[src/rtl/fifo_axis_tx_pkg.sv]
// Shared constants for the FIFO-to-AXI-Stream packet transmitter.
package fifo_axis_tx_pkg;

    typedef enum logic {
        IDLE   = 1'b0,
        STREAM = 1'b1
    } tx_state_t;

    localparam int DEFAULT_DATA_WIDTH = 8;
    localparam int DEFAULT_LEN_WIDTH  = 10;

endpackage

[src/rtl/fifo_axis_tx.sv]
// Pops a fixed number of words from an upstream FIFO and presents them as one
// AXI-Stream packet, with a registered one-deep output stage.
module fifo_axis_tx
    import fifo_axis_tx_pkg::*;
#(
    parameter int DATA_WIDTH = DEFAULT_DATA_WIDTH,
    parameter int LEN_WIDTH  = DEFAULT_LEN_WIDTH
) (
    input  logic                  clk,
    input  logic                  rst_n,
    input  logic                  start,
    input  logic [LEN_WIDTH-1:0]  len,
    output logic                  busy,
    output logic                  done,
    output logic                  fifo_re,
    input  logic                  fifo_rempty,
    input  logic [DATA_WIDTH-1:0] fifo_rdata,
    output logic                  m_tvalid,
    input  logic                  m_tready,
    output logic [DATA_WIDTH-1:0] m_tdata,
    output logic                  m_tlast
);

    tx_state_t            state;
    tx_state_t            state_next;
    logic [LEN_WIDTH-1:0] remaining;
    logic                 accept;
    logic                 last_accept;
    logic                 start_ok;

    assign accept      = m_tvalid & m_tready;
    assign last_accept = accept & m_tlast;
    assign start_ok    = start & (len != '0);

    always_ff @(posedge clk or negedge rst_n) begin
        if (!rst_n) begin
            state <= IDLE;
        end else begin
            state <= state_next;
        end
    end

    // A pop is only allowed when the output register is empty or draining this cycle.
    always_comb begin
        state_next = state;
        busy       = 1'b0;
        fifo_re    = 1'b0;
        case (state)
            IDLE: begin
                if (start_ok) begin
                    state_next = STREAM;
                end
            end
            STREAM: begin
                busy    = 1'b1;
                fifo_re = (remaining != '0) & ~fifo_rempty & (~m_tvalid | m_tready);
                if (last_accept) begin
                    state_next = IDLE;
                end
            end
            default: begin
                state_next = IDLE;
            end
        endcase
    end

    always_ff @(posedge clk or negedge rst_n) begin
        if (!rst_n) begin
            remaining <= '0;
        end else if ((state == IDLE) && start_ok) begin
            remaining <= len;
        end else if (fifo_re) begin
            remaining <= remaining - LEN_WIDTH'(1);
        end
    end

    // The word popped while one beat remains is the last beat of the packet.
    always_ff @(posedge clk or negedge rst_n) begin
        if (!rst_n) begin
            m_tdata  <= '0;
            m_tvalid <= 1'b0;
            m_tlast  <= 1'b0;
        end else if (fifo_re) begin
            m_tdata  <= fifo_rdata;
            m_tvalid <= 1'b1;
            m_tlast  <= (remaining == LEN_WIDTH'(1));
        end else if (accept) begin
            m_tvalid <= 1'b0;
            m_tlast  <= 1'b0;
        end
    end

    always_ff @(posedge clk or negedge rst_n) begin
        if (!rst_n) begin
            done <= 1'b0;
        end else begin
            done <= last_accept;
        end
    end

endmodule

[config.mk]
export PLATFORM = sky130hd
export DESIGN_NAME = fifo_axis_tx
export DESIGN_NICKNAME = d
export VERILOG_FILES = /design/src/rtl/fifo_axis_tx_pkg.sv /design/src/rtl/fifo_axis_tx.sv
export SDC_FILE = /design/constraint.sdc
export NUM_CORES = 1
export LEC_CHECK = 0
export CORE_ASPECT_RATIO = 1.25
export CORE_MARGIN = 3
export CORE_UTILIZATION = 45
export CTS_BUF_LIST = sky130_fd_sc_hd__clkbuf_16
export DETAILED_ROUTE_END_ITERATION = 6
export PLACE_DENSITY = 0.79
export SLEW_MARGIN = 40
export SYNTH_ARGS = -nofsm -noshare
export SYNTH_HDL_FRONTEND = slang
export SYNTH_SLANG_ARGS = --single-unit
[constraint.sdc]
create_clock -name clk -period 2.6 [get_ports clk]
set_input_delay 0.52 -clock clk [delete_from_list [all_inputs] [get_ports clk]]
set_output_delay 0.52 -clock clk [all_outputs]
set_load 0.03 [all_outputs]
==> impl_metrics.yaml, run 1 <==
logic_synthesis:
  syn_inst: 120
  syn_area_sq_um: 1127
  synth_nets: 145
  synth-seq-area-share_pct: 48.83
  ys.flop_type: "dfrtp_1"
  yosysUniqueCellTypes: 32
  ys_warn_count: 0
  synth_seq_cells: 22
  async_reset_ff_share_pct: 100.0
  syn_area_per_cell_sq_um: 9.394
  synth-edff-count: 0
finish:
  final_cell_area_sq_um: 1637
  multi_input_area_sq_um: 526.8
  final-seq-area_sq_um: 550.5
  diodes: 0
  layout_commonest_cell: "clkdlybuf4s50_1"
  layout_common_cells: "34 x clkdlybuf4s50_1, 33 x nand2_1, 22 x dfrtp_1"
  nets: 190
  num-fill-cells: 195
  layout-drive-gt1-share_pct: 12.20
  syn_to_final_growth_pct: 45.17
  finalNonFillerCells: 195
worst_hold_path:
  whs_path_depth: 2
  hp-class: "flip-flop to flip-flop"
  hold_path_end: "m_tdata[3]"
  hp-start: "m_tdata[3]"
route:
  drt-initial-drc-count: 21
  viasPerCell: 5.477
  remaining_drc_errors: 0
  ant_nets: 0
  avgRoutedWirePerCell_um: 14.51
  dr.pass1.iters: 4
  routed_wl_um: 2829
  vias: 1068
pwr:
  p_sw_uw: 662.7
  p_clk_share_pct: 19.1
  seqPwrFrac_pct: 34.4
  powerDensity_nw_per_um2: 1033
  total_power_uw: 1691
  total_leakage_power_uw: 0.0007282
  comb_power_share_pct: 46.5
  switching_share_pct: 39.19
  p_int_uw: 1028
  max-vdd-ir-drop_v: 0.0006668
floorplan:
  start_util_pct: 49.40
  core_sq_um: 2282
  die_area_sq_um: 3145
  rows: 19
  pin_count: 36
  die_w_um: 50.77
  die_h_um: 61.96
grt:
  track_usage_pct: 20.51
  antenna_found_initial: 0
  grt_overflow: 0
  grt_pass1_vias: 1036
  grt_max_degree: 23
  grt_pass1_wl_um: 4795
setup_path:
  crit_type: "flip-flop to primary output"
  cp-startpoint: "remaining[1]"
  worst_setup_path_start_kind: "flip-flop"
  cp_slowest_cell: "or3b_4"
  reg2reg_slack_ns: 0.37
  path_buf_inv: 3
  arrival_ns: 1.99
  worst_ep_required_time_ns: 2.08
  critical_path.max_stage_delay_ns: 0.42
  worstPathMaxFanout: 12
  r2r_start: "remaining[1]"
  crit_chain: "inv_1, ha_2, or3b_4, nor3_4, or2_1, inv_2, buf_4"
  cpLargestDelayFamily: "simple AND/OR/NAND/NOR gates"
  reg2reg_to: "remaining[7]"
  r2r_cells: 9
  end_kind: "primary output"
place:
  dp.cells: 188
  hpwl_um: 2095
  port_buffers: 35
  gp_congestion: 0.8699
  placement.cell_area_sq_um: 1533
clocking:
  htree_levels: 1
  cts.clk_slew.worst_paths_ns: 0.06
  cts_tree: "built"
  clockBufferDepth: 2
  cts_root_buf: "clkbuf_16"
  ctsHoldBuffers: 0
  clk_latency_ns: 0.25
  cts_sinks: 22
  cts_buffers: 3
sta:
  fin_skew_ns: 0.001761
  worst_slew_pin_slew_ns: 0.3237
  maxSlewHeadroom_pct: 78.36
  setup_viol: 0
  fin_crit_ns: 2.509
  fmax_mhz: 398.5
  hold_viol_final: 0
  final.period_utilization_pct: 96.51
  final-max-slew-violation-count: 0
outcome:
  status: "completed"
flow_run:
  maxCapViolCount: 0
==> layout make-up <==
cell class	count	share of cell area (%)
sequential	22	33.64
multi-input combinational	87	32.19
timing repair buffer	44	25.38
clock buffer	3	4.587
tap	31	2.370
inverter	7	1.606
clock inverter	1	0.2294
==> worst max-delay path by stage <==
stage | to | cells past startpoint
5_1_grt | fifo_re | 7
4_1_cts | fifo_re | 7
3_3_place_gp | remaining[7] | 6
6_report | fifo_re | 7
3_5_place_dp | fifo_re | 6
2_1_floorplan | fifo_re | 8
==> cells in the mapped netlist, types with 3 or more instances <==
library cell	n	area, sq um
o21ai_0	5	25.02
buf_2	3	15.01
nor2_1	6	22.52
o211ai_1	4	30.03
or4_1	4	30.03
inv_1	6	22.52
or3_1	3	18.77
nand2_1	33	123.9
dfrtp_1	22	550.5
nand3_1	6	30.03
a221o_1	3	30.03
==> metrics by stage <==
step | hold WS [ns] | setup WS [ns] | setup TNS (ns) | utilization [%]
after floorplan | 0.2244 | 0.3468 | 0 | -
after global placement | 0.4571 | 0.2495 | 0 | 67.16
after detailed placement | 0.4664 | 0.1932 | 0 | 67.16
after CTS | 0.4763 | 0.004795 | 0 | 71.05
after global routing | 0.4986 | -0.01674 | -0.01674 | 71.71
final | 0.4731 | 0.09085 | 0 | 71.71
==> power groups by stage <==
stage,Clock (uW),Combinational (uW),Sequential (uW)
after floorplan,0,362,691
after global placement,0,739,582
after detailed placement,0,756,588
after CTS,322,784,577
after global routing,343,867,598
final,323,787,581
==> sequential cells by signal, summed over array words and instances (netlist names) <==
register and flops:
remaining 10, m_tdata 8, done 1, m_tlast 1, m_tvalid 1, state 1
==> kinds of logic after synthesis <==
kind of cell | after synthesis | synth area share (%)
AO/OA/AOI/OAI | 21 | 15.98
AND/OR/NAND/NOR | 64 | 28.30
adder cells (fa/ha/maj) | 2 | 2.219
buffers and inverters | 11 | 4.661
flip-flops | 22 | 48.83
==> layer usage <==
metal	wire [um]	vias up	global-route usage, %
li1	-	514	-
met1	1233	516	25.61
met2	1413	34	35.45
met3	167	4	4.773
met4	14	0	6.923
met5	0	-	0
==> timing repair <==
item                                    in CTS  in global routing
setup buffers                                1                  2
endpoints found under the setup margin       1                  1
pin swaps                                    0                  2
endpoints found under the hold margin        0                  0
resized for setup                            1                  0
==> worst register-to-register path: stages, from the launching register on <==
cell and delay, ns:
dfrtp_1 0.41, inv_1 0.10, ha_2 0.21, or3b_4 0.42
nor3_4 0.15, or2_1 0.17, buf_4 0.12, buf_4 0.21
nor3_1 0.09, a221o_1 0.26
No activity file was read; power rests on OpenSTA's default activity.
==> inputs of run 2 (changes only) <==
- CTS_CLUSTER_DIAMETER: default -> 80
==> results of run 2 <==
No change in the layout: final DEF, timing and power equal those of run 1.
